**src/rtl/wb_slave_intercon_pkg.sv**
```systemverilog
// Shared types for the Wishbone single-master interconnect: FSM states,
// response kinds and the address-window decoder.
package wb_intercon_pkg;

    typedef enum logic [1:0] {
        ST_IDLE,
        ST_ACTIVE,
        ST_RESP
    } state_t;

    typedef enum logic [1:0] {
        RSP_NONE,
        RSP_ACK,
        RSP_ERR,
        RSP_RTY
    } resp_t;

    typedef struct packed {
        logic       mapped;
        logic [2:0] idx;
    } decode_t;

    // Slave k owns [k<<slv_aw, (k+1)<<slv_aw); anything above the last window is unmapped.
    function automatic decode_t decode_adr(input logic [31:0] adr,
                                           input int unsigned nslv,
                                           input int unsigned slv_aw);
        logic [31:0] hi;
        decode_t     d;
        hi       = adr >> slv_aw;
        d.mapped = (hi < nslv);
        d.idx    = hi[2:0];
        return d;
    endfunction

endpackage

```
**src/rtl/wb_slave_intercon_if.sv**
```systemverilog
// Bus bundle between the upstream master, the interconnect and its slaves.
// The slave modport is the interconnect's view; master is the upstream side.
interface wb_slave_intercon_if #(
    parameter int NSLV   = 2,
    parameter int AW     = 22,
    parameter int SLV_AW = 7,
    parameter int DW     = 32
);
    logic                 wb_cyc_i, wb_stb_i, wb_we_i;
    logic [AW-1:0]        wb_adr_i;
    logic [DW-1:0]        wb_dat_i;
    logic [DW/8-1:0]      wb_sel_i;
    logic                 wb_ack_o, wb_err_o, wb_rty_o;
    logic [DW-1:0]        wb_dat_o;

    logic [NSLV-1:0]      s_cyc_o;
    logic                 s_stb_o, s_we_o;
    logic [SLV_AW-1:0]    s_adr_o;
    logic [DW-1:0]        s_dat_o;
    logic [DW/8-1:0]      s_sel_o;
    logic [NSLV-1:0]      s_ack_i, s_err_i, s_rty_i;
    logic [NSLV*DW-1:0]   s_dat_i;

    modport slave (
        input  wb_cyc_i, wb_stb_i, wb_we_i, wb_adr_i, wb_dat_i, wb_sel_i,
        input  s_ack_i, s_err_i, s_rty_i, s_dat_i,
        output wb_ack_o, wb_err_o, wb_rty_o, wb_dat_o,
        output s_cyc_o, s_stb_o, s_we_o, s_adr_o, s_dat_o, s_sel_o
    );

    modport master (
        output wb_cyc_i, wb_stb_i, wb_we_i, wb_adr_i, wb_dat_i, wb_sel_i,
        output s_ack_i, s_err_i, s_rty_i, s_dat_i,
        input  wb_ack_o, wb_err_o, wb_rty_o, wb_dat_o,
        input  s_cyc_o, s_stb_o, s_we_o, s_adr_o, s_dat_o, s_sel_o
    );
endinterface

```
**src/rtl/wb_slave_intercon.sv**
```systemverilog
// Registered Wishbone classic interconnect: one master, NSLV slave windows,
// unmapped-address error and a per-transaction timeout that forces an error.
module wb_slave_intercon
    import wb_intercon_pkg::*;
#(
    parameter int NSLV    = 2,
    parameter int AW      = 22,
    parameter int SLV_AW  = 7,
    parameter int DW      = 32,
    parameter int TIMEOUT = 255
) (
    input  logic                 wb_clk_i,
    input  logic                 wb_rstn_i,
    wb_slave_intercon_if.slave   bus,
    output logic                 timeout_o,
    output logic [15:0]          timeout_cnt_o
);

    state_t              state_q, state_d;
    logic [SLV_AW-1:0]   adr_q, adr_d;
    logic [DW-1:0]       dat_q, dat_d;
    logic                we_q, we_d;
    logic [DW/8-1:0]     sel_q, sel_d;
    logic [NSLV-1:0]     cyc_q, cyc_d;
    logic                stb_q, stb_d;
    logic                ack_q, ack_d, err_q, err_d, rty_q, rty_d;
    logic [DW-1:0]       rdat_q, rdat_d;
    logic                tmo_q, tmo_d;
    logic [15:0]         tcnt_q, tcnt_d;
    logic [15:0]         cnt_q, cnt_d;

    decode_t             dec;
    resp_t               rsp;
    logic [DW-1:0]       slv_dat;

    // cyc_q is one-hot, so masking with it ignores every non-selected slave.
    always_comb begin
        rsp     = RSP_NONE;
        slv_dat = '0;
        if (|(bus.s_err_i & cyc_q))      rsp = RSP_ERR;
        else if (|(bus.s_rty_i & cyc_q)) rsp = RSP_RTY;
        else if (|(bus.s_ack_i & cyc_q)) rsp = RSP_ACK;
        for (int k = 0; k < NSLV; k++) begin
            if (cyc_q[k]) slv_dat = bus.s_dat_i[k*DW +: DW];
        end
    end

    always_comb begin
        // NOTE: every _d gets a default before the case so no path can infer a latch.
        state_d = state_q;
        adr_d   = adr_q;
        dat_d   = dat_q;
        we_d    = we_q;
        sel_d   = sel_q;
        cyc_d   = cyc_q;
        stb_d   = stb_q;
        ack_d   = 1'b0;
        err_d   = 1'b0;
        rty_d   = 1'b0;
        rdat_d  = rdat_q;
        tmo_d   = 1'b0;
        tcnt_d  = tcnt_q;
        cnt_d   = cnt_q;
        dec     = decode_adr(32'(bus.wb_adr_i), NSLV, SLV_AW);

        case (state_q)
            ST_IDLE: begin
                if (bus.wb_cyc_i && bus.wb_stb_i) begin
                    adr_d = bus.wb_adr_i[SLV_AW-1:0];
                    dat_d = bus.wb_dat_i;
                    we_d  = bus.wb_we_i;
                    sel_d = bus.wb_sel_i;
                    if (dec.mapped) begin
                        cyc_d   = NSLV'(1) << dec.idx;
                        stb_d   = 1'b1;
                        cnt_d   = '0;
                        state_d = ST_ACTIVE;
                    end else begin
                        err_d   = 1'b1;
                        state_d = ST_RESP;
                    end
                end
            end
            ST_ACTIVE: begin
                if (!bus.wb_cyc_i) begin
                    cyc_d   = '0;
                    stb_d   = 1'b0;
                    state_d = ST_IDLE;
                end else if (rsp != RSP_NONE) begin
                    cyc_d   = '0;
                    stb_d   = 1'b0;
                    ack_d   = (rsp == RSP_ACK);
                    err_d   = (rsp == RSP_ERR);
                    rty_d   = (rsp == RSP_RTY);
                    if (!we_q) rdat_d = slv_dat;
                    state_d = ST_RESP;
                end else if (cnt_q == 16'(TIMEOUT - 1)) begin
                    cyc_d   = '0;
                    stb_d   = 1'b0;
                    err_d   = 1'b1;
                    tmo_d   = 1'b1;
                    if (tcnt_q != 16'hFFFF) tcnt_d = tcnt_q + 16'd1;
                    state_d = ST_RESP;
                end else begin
                    cnt_d = cnt_q + 16'd1;
                end
            end
            // The master still holds stb while it sees the response; skip a cycle.
            ST_RESP: state_d = ST_IDLE;
            default: state_d = ST_IDLE;
        endcase
    end

    // NOTE: state registers use non-blocking assignments so every flop samples pre-edge values.
    always_ff @(posedge wb_clk_i) begin
        if (!wb_rstn_i) begin
            state_q <= ST_IDLE;
            adr_q   <= '0;
            dat_q   <= '0;
            we_q    <= 1'b0;
            sel_q   <= '0;
            cyc_q   <= '0;
            stb_q   <= 1'b0;
            ack_q   <= 1'b0;
            err_q   <= 1'b0;
            rty_q   <= 1'b0;
            rdat_q  <= '0;
            tmo_q   <= 1'b0;
            tcnt_q  <= '0;
            cnt_q   <= '0;
        end else begin
            state_q <= state_d;
            adr_q   <= adr_d;
            dat_q   <= dat_d;
            we_q    <= we_d;
            sel_q   <= sel_d;
            cyc_q   <= cyc_d;
            stb_q   <= stb_d;
            ack_q   <= ack_d;
            err_q   <= err_d;
            rty_q   <= rty_d;
            rdat_q  <= rdat_d;
            tmo_q   <= tmo_d;
            tcnt_q  <= tcnt_d;
            cnt_q   <= cnt_d;
        end
    end

    assign bus.s_cyc_o    = cyc_q;
    assign bus.s_stb_o    = stb_q;
    assign bus.s_we_o     = we_q;
    assign bus.s_adr_o    = adr_q;
    assign bus.s_dat_o    = dat_q;
    assign bus.s_sel_o    = sel_q;
    assign bus.wb_ack_o   = ack_q;
    assign bus.wb_err_o   = err_q;
    assign bus.wb_rty_o   = rty_q;
    assign bus.wb_dat_o   = rdat_q;
    assign timeout_o      = tmo_q;
    assign timeout_cnt_o  = tcnt_q;

endmodule
```
**src/flat_wrapper.sv**
```systemverilog
// flat-port wrapper written by rule: the top's interface ports become plain ports
module wb_slave_intercon_flat import wb_intercon_pkg::*;
#(
    parameter int NSLV    = 2,
    parameter int AW      = 22,
    parameter int SLV_AW  = 7,
    parameter int DW      = 32,
    parameter int TIMEOUT = 255
)
  (wb_clk_i, wb_rstn_i, timeout_o, timeout_cnt_o, bus_wb_cyc_i, bus_wb_stb_i, bus_wb_we_i, bus_wb_adr_i, bus_wb_dat_i, bus_wb_sel_i, bus_s_ack_i, bus_s_err_i, bus_s_rty_i, bus_s_dat_i, bus_wb_ack_o, bus_wb_err_o, bus_wb_rty_o, bus_wb_dat_o, bus_s_cyc_o, bus_s_stb_o, bus_s_we_o, bus_s_adr_o, bus_s_dat_o, bus_s_sel_o);
  wb_slave_intercon_if #(.NSLV(NSLV), .AW(AW), .SLV_AW(SLV_AW), .DW(DW)) bus_i ();
  input  logic wb_clk_i;
  input  logic wb_rstn_i;
  output logic timeout_o;
  output logic [15:0] timeout_cnt_o;
  input wire logic [$bits(bus_i.wb_cyc_i)-1:0] bus_wb_cyc_i;
  input wire logic [$bits(bus_i.wb_stb_i)-1:0] bus_wb_stb_i;
  input wire logic [$bits(bus_i.wb_we_i)-1:0] bus_wb_we_i;
  input wire logic [$bits(bus_i.wb_adr_i)-1:0] bus_wb_adr_i;
  input wire logic [$bits(bus_i.wb_dat_i)-1:0] bus_wb_dat_i;
  input wire logic [$bits(bus_i.wb_sel_i)-1:0] bus_wb_sel_i;
  input wire logic [$bits(bus_i.s_ack_i)-1:0] bus_s_ack_i;
  input wire logic [$bits(bus_i.s_err_i)-1:0] bus_s_err_i;
  input wire logic [$bits(bus_i.s_rty_i)-1:0] bus_s_rty_i;
  input wire logic [$bits(bus_i.s_dat_i)-1:0] bus_s_dat_i;
  output wire logic [$bits(bus_i.wb_ack_o)-1:0] bus_wb_ack_o;
  output wire logic [$bits(bus_i.wb_err_o)-1:0] bus_wb_err_o;
  output wire logic [$bits(bus_i.wb_rty_o)-1:0] bus_wb_rty_o;
  output wire logic [$bits(bus_i.wb_dat_o)-1:0] bus_wb_dat_o;
  output wire logic [$bits(bus_i.s_cyc_o)-1:0] bus_s_cyc_o;
  output wire logic [$bits(bus_i.s_stb_o)-1:0] bus_s_stb_o;
  output wire logic [$bits(bus_i.s_we_o)-1:0] bus_s_we_o;
  output wire logic [$bits(bus_i.s_adr_o)-1:0] bus_s_adr_o;
  output wire logic [$bits(bus_i.s_dat_o)-1:0] bus_s_dat_o;
  output wire logic [$bits(bus_i.s_sel_o)-1:0] bus_s_sel_o;
  assign bus_i.wb_cyc_i = bus_wb_cyc_i;
  assign bus_i.wb_stb_i = bus_wb_stb_i;
  assign bus_i.wb_we_i = bus_wb_we_i;
  assign bus_i.wb_adr_i = bus_wb_adr_i;
  assign bus_i.wb_dat_i = bus_wb_dat_i;
  assign bus_i.wb_sel_i = bus_wb_sel_i;
  assign bus_i.s_ack_i = bus_s_ack_i;
  assign bus_i.s_err_i = bus_s_err_i;
  assign bus_i.s_rty_i = bus_s_rty_i;
  assign bus_i.s_dat_i = bus_s_dat_i;
  assign bus_wb_ack_o = bus_i.wb_ack_o;
  assign bus_wb_err_o = bus_i.wb_err_o;
  assign bus_wb_rty_o = bus_i.wb_rty_o;
  assign bus_wb_dat_o = bus_i.wb_dat_o;
  assign bus_s_cyc_o = bus_i.s_cyc_o;
  assign bus_s_stb_o = bus_i.s_stb_o;
  assign bus_s_we_o = bus_i.s_we_o;
  assign bus_s_adr_o = bus_i.s_adr_o;
  assign bus_s_dat_o = bus_i.s_dat_o;
  assign bus_s_sel_o = bus_i.s_sel_o;
  wb_slave_intercon #(.NSLV(NSLV), .AW(AW), .SLV_AW(SLV_AW), .DW(DW), .TIMEOUT(TIMEOUT)) u_core (.wb_clk_i(wb_clk_i), .wb_rstn_i(wb_rstn_i), .bus(bus_i), .timeout_o(timeout_o), .timeout_cnt_o(timeout_cnt_o));
endmodule
```
**config.mk**
```make
export PLATFORM = sky130hd
export DESIGN_NAME = wb_slave_intercon_flat
export DESIGN_NICKNAME = d
export VERILOG_FILES = /design/src/rtl/wb_slave_intercon_pkg.sv /design/src/rtl/wb_slave_intercon_if.sv /design/src/rtl/wb_slave_intercon.sv /design/src/flat_wrapper.sv
export SDC_FILE = /design/constraint.sdc
export NUM_CORES = 1
export LEC_CHECK = 0
export CORE_MARGIN = 3
export CORE_UTILIZATION = 45
export CTS_CLUSTER_DIAMETER = 50
export CTS_CLUSTER_SIZE = 12
export DETAILED_ROUTE_END_ITERATION = 12
export PLACE_DENSITY_LB_ADDON = 0.25
export SLEW_MARGIN = 40
export SYNTH_ARGS = -nofsm -noshare
export SYNTH_HDL_FRONTEND = slang
export SYNTH_SLANG_ARGS = --single-unit
```
**constraint.sdc**
```tcl
create_clock -name wb_clk_i -period 6.77 [get_ports wb_clk_i]
set_input_delay 2.031 -clock wb_clk_i [delete_from_list [all_inputs] [get_ports wb_clk_i]]
set_output_delay 2.031 -clock wb_clk_i [all_outputs]
set_load 0.005 [all_outputs]
```
==> results.cfg, run 1 <==
[final_layout]
layout-drive-gt1-share_pct = 5.74
register_area_um2 = 2340
fin_area_um2 = 7910
multi_input_area_um2 = 2440
area_delta_synth_final_pct = 58.9
layout_commonest_cell = clkdlybuf4s50_1
fin_cells = 955
fill_cells = 747
final_cell_mix = clkdlybuf4s50_1, dfxtp_1, nand2_1
n_antenna_cell = 0
nets = 942

[floorplan]
io_pins = 232
coreArea_um2 = 10600
die_w_um = 111
start_util_pct = 47.1
die_y_um = 111
num_rows = 37
fp.dieArea_um2 = 12300

[global_route]
antenna_found_initial = 0
grt_pass1_wl_um = 25500
grt_max_degree = 67
overflow = 0
grt.total_usage_pct = 25.0
grt_pass1_vias = 5161

[placement]
place_congestion = 0.863
port_buffers = 231
dpl-instance-area_um2 = 7320
dp.cells = 923
dp_hpwl_um = 11400

[clock_tree]
clockBufferDepth = 2
cts_made_buffers = 17
clock_latency_ns = 0.50
clock_sinks = 117
post_cts_buffers = 0
clk_pin_slew_ns = 0.05
cts-htree-levels = 4
cts_tree = built
cts_hold_buf = 0
root_buffer = clkbuf_8
ctsResizeCount = 0

[logic_synthesis]
synth-edff-count = 0
synthFlopType = dfxtp_1
synth_top_area_share_pct = 47.1
async_reset_ff_share_pct = 0
synth-seq-cells = 117
synth.cell_area_um2 = 4970
synthTopCellsByArea = dfxtp_1, nand2_1, a21oi_1
seq_area_frac_synth_pct = 47.1
synth_cells = 595
ys_types = 56
yosys_warnings = 0
syn_avg_cell_area_um2 = 8.36
syn-num-nets = 731
synth_top_cell_by_area = dfxtp_1

[power]
power_density_nw_per_um2 = 218
p_leak_uw = 0.00266
internal-power_uw = 1360
ir_drop_v = 0.000132
p_sw_share_pct = 21.3
clockPowerShare_pct = 50.1
power_uw = 1730
p_switching_uw = 368
seq_power_share_pct = 41.2
pwr-share-comb_pct = 8.8

[routing]
via_per_inst = 5.54
num_vias = 5295
drt_iter0_markers = 574
antenna_left = 0
drt_wl_total_um = 15700
drcViolationCount = 0
wl_per_cell_um = 16.4
drt_pass1_iterations = 5

[timing]
fin_crit_ns = 4.09
relSlewSlack_pct = 52.1
tightestPinTransition_ns = 0.717
fin_crit_sh_pct = 60.4
finalHoldViolations = 0
tns_ns = 0
slew_violations = 0
setup_viol = 0
fmaxAchievable_mhz = 245
rsz0062_at_grt = false
skew_ns = 0.00653

[worst_setup_path]
slowest_delay_ns = 0.55
crit_path_start_kind = primary input
path_class = in2reg
endpoint_kind = register
r2r_cells = 5
arrival_ns = 4.51
crit_start = bus_s_rty_i[1]
crit_required_ns = 7.19
cp_max_fo = 23
path_cells = clkdlybuf4s50_1 -> o31a_1 -> or3_1 -> or3_4 -> or4_1 -> a21oi_1
r2r-start = u_core.cnt_q[11]$_SDFFE_PN0P_
critPathBufInv = 1
rr_endpoint = u_core.timeout_cnt_o[13]$_SDFFE_PN0P_
crit_path_top_delay_cell = or3_4
path_delay_family = simple AND/OR/NAND/NOR gates
rrSetupSlack_ns = 4.12

[hold_path]
hp-class = reg2reg
min_path_cells = 2
hold_start = u_core.bus.s_dat_o[27]$_SDFFE_PN0P_
whs_endpoint = u_core.bus.s_dat_o[27]$_SDFFE_PN0P_

[status]
status = completed

[job]
max_cap_violations = 0
[state kept, by name, summed over array words and instances, names as in the netlist]
name,count
u_core.bus.s_dat_o,32
u_core.bus.wb_dat_o,32
u_core.cnt_q,16
u_core.timeout_cnt_o,16
u_core.bus.s_adr_o,7
u_core.bus.s_sel_o,4
u_core.bus.s_cyc_o,2
u_core.state_q,2
u_core.bus.s_stb_o,1
u_core.bus.s_we_o,1
u_core.bus.wb_ack_o,1
u_core.bus.wb_err_o,1
u_core.bus.wb_rty_o,1
u_core.timeout_o,1
[Yosys cell counts, types with 3 or more instances]
cell / number
dfxtp_1: 117
nand2_1: 108
a21oi_1: 58
nor2_1: 48
clkbuf_1: 36
a22oi_1: 34
a211oi_1: 33
nand3_1: 16
nor4_1: 12
o31ai_1: 12
nor3_1: 10
nand4_1: 8
o21ai_0: 7
or4_1: 7
or3_1: 6
inv_1: 5
o311ai_0: 5
and2_1: 4
and3_1: 4
and4_1: 4
nand2b_1: 4
a211o_1: 3
a21o_1: 3
a31oi_1: 3
buf_6: 3
ha_1: 3
o31a_1: 3
xnor2_1: 3
[layout make-up]
class                           instances  share of cell area, %
Inverter                                6                  0.317
Multi-Input combinational cell        428                   30.8
Sequential cell                       117                   29.6
Clock buffer                           19                   5.33
Tap cell                              136                   2.15
Clock inverter                         13                   2.01
Timing Repair Buffer                  236                   29.7
[kinds of logic after synthesis]
family,count (synthesis),share of synthesized area (%)
adder cells (fa/ha/maj),3,0.755
multiplexers,1,0.201
flip-flops,117,47.1
XOR/XNOR,3,0.528
buffers and inverters,50,4.35
AND/OR/NAND/NOR,243,23.1
AO/OA/AOI/OAI,178,23.9
[worst max-delay path by stage]
stage | slack [ns] | depth (start not counted) | endpoint
floorplan | 2.84 | 7 | u_core.timeout_cnt_o[12]$_SDFFE_PN0P_
global placement | 2.12 | 6 | u_core.cnt_q[15]$_SDFFE_PN0P_
detailed placement | 2.19 | 6 | u_core.timeout_cnt_o[7]$_SDFFE_PN0P_
CTS | 2.71 | 6 | u_core.timeout_cnt_o[13]$_SDFFE_PN0P_
global route | 2.46 | 6 | u_core.cnt_q[15]$_SDFFE_PN0P_
finish | 2.68 | 6 | u_core.timeout_cnt_o[13]$_SDFFE_PN0P_
[layer usage]
layer	GRT usage (%)	wire length, um	vias to the layer above
met3	6.82	1290	12
met5	0	0	-
met1	29.7	6330	2444
li1	-	-	2597
met2	44.4	7920	242
met4	6.97	146	0
[worst reg2reg max path: cells and delay by family, from the launching register on]
kind,cells,cell delay [ns]
compound gates,1,0.16
simple gates,4,2.07
flops,1,0.35
[power groups by stage]
stage	sequential [uW]	clock [uW]	combinational (uW)
floorplan	724	0	37.4
global placement	724	0	148
detailed placement	725	0	151
CTS	711	877	152
global route	712	913	163
finish	711	865	152
[through the flow]
step           utilization [%]  hold slack, ns  setup slack, ns
2_1_floorplan                -           0.452             2.84
3_3_place_gp              69.3           0.441             2.12
3_5_place_dp              69.4           0.446             2.19
4_1_cts                   74.9           0.453             2.71
5_1_grt                   74.9           0.473             2.46
6_report                  74.9           0.451             2.68
(Power assumes the default switching activity.)
==> run 2: changes to the inputs <==
- CORE_UTILIZATION: 45 -> 41
- clock period: 6.77 -> 3.9 ns (I/O delays scaled with it)
==> results.cfg, run 2 (synthesized netlist as in run 1, its figures left out) <==
[final_layout]
final_cell_mix = clkdlybuf4s50_1, dfxtp_1, nand2_1
area_delta_synth_final_pct = 61.1
post-route-util_pct = 69.0
fill_cells = 909
n_antenna_cell = 0
nets = 947
layout-drive-gt1-share_pct = 6.07
fin_area_um2 = 8010
layout_commonest_cell = clkdlybuf4s50_1

[timing]
finalHoldViolations = 0
fin_crit_sh_pct = 82.2
timing.final.ws_setup_ns = 0.695
tightestPinTransition_ns = 0.700
relSlewSlack_pct = 52.9
setup_viol = 0
tns_ns = 0
fmaxAchievable_mhz = 312
whs_ns = 0.453
skew_ns = 0.00698
fin_crit_ns = 3.21
rsz0062_at_grt = false
slew_violations = 0

[worst_setup_path]
crit_required_ns = 4.23
path_cells = clkdlybuf4s50_1 -> o31a_1 -> or3_1 -> or3_4 -> or4_1 -> a21oi_1
critPathBufInv = 1
rrSetupSlack_ns = 1.29
crit_path_top_delay_cell = or3_4
endpoint_kind = register
crit_path_start_kind = primary input
slowest_delay_ns = 0.51
path_delay_family = simple AND/OR/NAND/NOR gates
path_class = in2reg
cp_max_fo = 23
arrival_ns = 3.53

[power]
seq_power_share_pct = 38.5
power_density_nw_per_um2 = 399
clockPowerShare_pct = 53.2
p_switching_uw = 624
pwr-share-comb_pct = 8.3
p_sw_share_pct = 19.5
internal-power_uw = 2570
ir_drop_v = 0.000237
p_leak_uw = 0.00272

[global_route]
overflow = 0
grt_pass1_wl_um = 23800
grt_pass1_vias = 4879
antenna_found_initial = 0
grt_max_degree = 65
grt.total_usage_pct = 22.0

[placement]
dp_hpwl_um = 11300
place_congestion = 0.893
port_buffers = 231
dpl-instance-area_um2 = 7360
place_ws_ns = 0.292

[clock_tree]
clk_pin_slew_ns = 0.05
cts_hold_buf = 0
clockBufferDepth = 2
ctsResizeCount = 0
cts_made_buffers = 17
clock_latency_ns = 0.40
cts_tree = built
post_cts_buffers = 0
root_buffer = clkbuf_16
clock_sinks = 117
cts-htree-levels = 4

[routing]
drt_pass1_iterations = 4
num_vias = 5256
drt_iter0_markers = 419
wl_per_cell_um = 15.8
antenna_left = 0
drt_wl_total_um = 15300
drcViolationCount = 0
via_per_inst = 5.44

[floorplan]
die_y_um = 116
die_w_um = 116
fp.dieArea_um2 = 13500
start_util_pct = 42.8
num_rows = 39
io_pins = 232
coreArea_um2 = 11600

[job]
max_cap_violations = 0

[status]
status = completed

[hold_path]
hp-class = reg2reg
run 2: cell types whose count changed in the layout (fill, tap and decap cells not counted), sizes merged:
cell / before / now
bufinv: 3 / 5
clkinv: 7 / 3
buf: 5 / 10
clkinvlp: 3 / 1
clkbuf: 19 / 23
run 2: worst register-to-register path: cells and delay by family (launching register included):
kind	cells	cell delay (ns)
AO/OA/AOI/OAI	1	0.15
flip-flops	1	0.36
AND/OR/NAND/NOR	4	2.02
run 2: path summary, 6_finish.rpt:
check	startpoint	end	cells past startpoint
setup / recovery	bus_s_rty_i[1]	u_core.timeout_cnt_o[13]$_SDFFE_PN0P_	6
hold / removal	u_core.bus.s_dat_o[26]$_SDFFE_PN0P_	u_core.bus.s_dat_o[26]$_SDFFE_PN0P_	2
setup reg to reg	u_core.cnt_q[12]$_SDFFE_PN0P_	u_core.timeout_cnt_o[13]$_SDFFE_PN0P_	5
hold reg to reg	u_core.bus.s_dat_o[26]$_SDFFE_PN0P_	u_core.bus.s_dat_o[26]$_SDFFE_PN0P_	2
run 2: layout make-up:
cell class / instances / area [um2] / share of cell area [%]
inverters: 6 / 22.5 / 0.281
clock inverters: 9 / 173 / 2.15
clock buffers: 23 / 478 / 5.96
multi-input cells: 428 / 2430 / 30.4
well taps: 143 / 179 / 2.23
repair buffers: 241 / 2390 / 29.8
flip-flops and latches: 117 / 2340 / 29.2
run 2: metrics by stage:
| step | cells | total power, uW |
|---|---|---|
| 4_1_cts | 967 | 3230 |
| 3_3_place_gp | 935 | 1520 |
| 2_1_floorplan | 595 | 1320 |
| 6_report | 967 | 3200 |
| 5_1_grt | 967 | 3300 |
| 3_5_place_dp | 935 | 1520 |
run 2: per-layer routing:
layer / vias to the layer above / routed length (um) / GRT usage [%]
met5: - / 0 / 0
met4: 0 / 168 / 7.19
met3: 15 / 1360 / 6.68
met2: 223 / 7600 / 37.8
met1: 2410 / 6160 / 26.5
li1: 2608 / - / -
run 2: power groups by stage:
stage          combinational (uW)  clock [uW]  sequential [uW]
2_1_floorplan                64.9           0             1260
5_1_grt                       286        1780             1230
3_5_place_dp                  264           0             1260
6_report                      265        1700             1230
4_1_cts                       266        1730             1230
3_3_place_gp                  263           0             1260
==> run 3: changes to the inputs <==
- CORE_UTILIZATION: 41 -> 37
- clock period: 3.9 -> 2.8 ns (I/O delays scaled with it)
==> results.cfg, run 3 (synthesized netlist as in run 1, its figures left out) <==
[worst_setup_path]
crit_path_frequent_cell = or3_4
crit_required_ns = 3.14
endpoint_kind = register
slowest_delay_ns = 0.50
arrival_ns = 3.09
path_delay_family = simple AND/OR/NAND/NOR gates
critPathBufInv = 1
cp_max_fo = 9
path_class = in2reg
rrSetupSlack_ns = 0.36
crit_path_top_delay_cell = or4_1
path_cells = clkdlybuf4s50_1 -> o31a_1 -> or3_4 -> or3_4 -> or4_1 -> a21oi_2
crit_path_start_kind = primary input

[timing]
slew_violations = 0
setup_viol = 0
finalHoldViolations = 0
timing.final.ws_setup_ns = 0.0453
tightestPinTransition_ns = 0.844
relSlewSlack_pct = 43.2
skew_ns = 0.00788
fin_crit_sh_pct = 98.4
tns_ns = 0
fin_crit_ns = 2.75
fmaxAchievable_mhz = 363

[routing]
via_per_inst = 5.30
num_vias = 5365
drt_pass1_iterations = 5
drt_iter0_markers = 284
drcViolationCount = 0
antenna_left = 0
wl_per_cell_um = 15.6
drt_wl_total_um = 15800

[global_route]
grt_pass1_wl_um = 24500
antenna_found_initial = 0
grt.total_usage_pct = 20.5
grt_max_degree = 100
grt_pass1_vias = 5036
overflow = 0

[status]
status = completed

[power]
p_leak_uw = 0.00278
ir_drop_v = 0.000335
power_density_nw_per_um2 = 497

[final_layout]
layout_commonest_cell = clkdlybuf4s50_1
post-route-util_pct = 63.2
final_cell_mix = clkdlybuf4s50_1, dfxtp_1, nand2_1
nets = 966
n_antenna_cell = 0
layout-drive-gt1-share_pct = 8.09
area_delta_synth_final_pct = 63.7

[clock_tree]
post_cts_buffers = 0
cts-htree-levels = 4
cts_hold_buf = 0
cts_made_buffers = 17
clock_latency_ns = 0.41
clockBufferDepth = 2
clk_pin_slew_ns = 0.05
root_buffer = clkbuf_16
cts_tree = built
clock_sinks = 117

[floorplan]
io_pins = 232
coreArea_um2 = 12900
die_y_um = 122
fp.dieArea_um2 = 14900
start_util_pct = 38.6
die_w_um = 122
num_rows = 41

[placement]
place_congestion = 0.846
place_ws_ns = -0.408
port_buffers = 231
dp_hpwl_um = 11400

[hold_path]
hp-class = reg2reg

[job]
max_cap_violations = 0
run 3: cell count changes in the layout (fill, tap and decap cells not counted), sizes merged:
cell    delta
buf       +18
bufinv     -5
clkbuf     +4
clkinv     -1
or3        +1
run 3: routing by layer:
| layer | track usage (%) | vias up | wire length (um) |
|---|---|---|---|
| met5 | 0 | - | 0 |
| met4 | 7.07 | 0 | 191 |
| met3 | 7.38 | 20 | 1600 |
| met2 | 34.8 | 233 | 7670 |
| met1 | 24.0 | 2463 | 6300 |
| li1 | - | 2649 | - |
run 3: report_power, final:
part	total [uW]	internal [uW]	switching, uW
registers	1720	1700	18.2
logic	381	249	131
clock network	1940	1260	687
total	4040	3210	837
run 3: final cells by class:
class / count / area (um2)
multi-input cells: 429 / 2450
repair buffers: 259 / 2570
flip-flops and latches: 117 / 2340
clock inverters: 3 / 17.5
well taps: 172 / 215
fillers: 1097 / 4740
inverters: 6 / 22.5
clock buffers: 27 / 523
run 3: through the flow:
| stage | instance area, um2 | power (uW) | std cells | hold WS, ns |
|---|---|---|---|---|
| after floorplan | 4970 | 1840 | 595 | 0.452 |
| after global placement | 7580 | 2130 | 982 | 0.441 |
| after CTS | 8120 | 4090 | 1012 | 0.454 |
| final | 8140 | 4040 | 1013 | 0.453 |
| after detailed placement | 7580 | 2130 | 982 | 0.447 |
| after global routing | 8140 | 4190 | 1013 | 0.474 |
run 3: worst reg2reg max path: cells and delay by family, from the launching register on:
kind,cells,cell delay (ns)
AND/OR/NAND/NOR,3,0.93
AO/OA/AOI/OAI,2,0.82
flip-flops,1,0.34
buffers and inverters,1,0.24
run 3: timing repair:
action	CTS	global route
hold endpoints to repair	0	0
setup endpoints to repair	0	7
resized for setup	0	3
run 3: path summary, 6_finish.rpt:
check	startpoint	end	cells past startpoint
max	bus_s_rty_i[1]	u_core.timeout_cnt_o[13]$_SDFFE_PN0P_	6
min	u_core.bus.s_dat_o[23]$_SDFFE_PN0P_	u_core.bus.s_dat_o[23]$_SDFFE_PN0P_	2
min reg2reg	u_core.bus.s_dat_o[23]$_SDFFE_PN0P_	u_core.bus.s_dat_o[23]$_SDFFE_PN0P_	2
max reg2reg	u_core.cnt_q[15]$_SDFFE_PN0P_	u_core.cnt_q[7]$_SDFFE_PN0P_	6
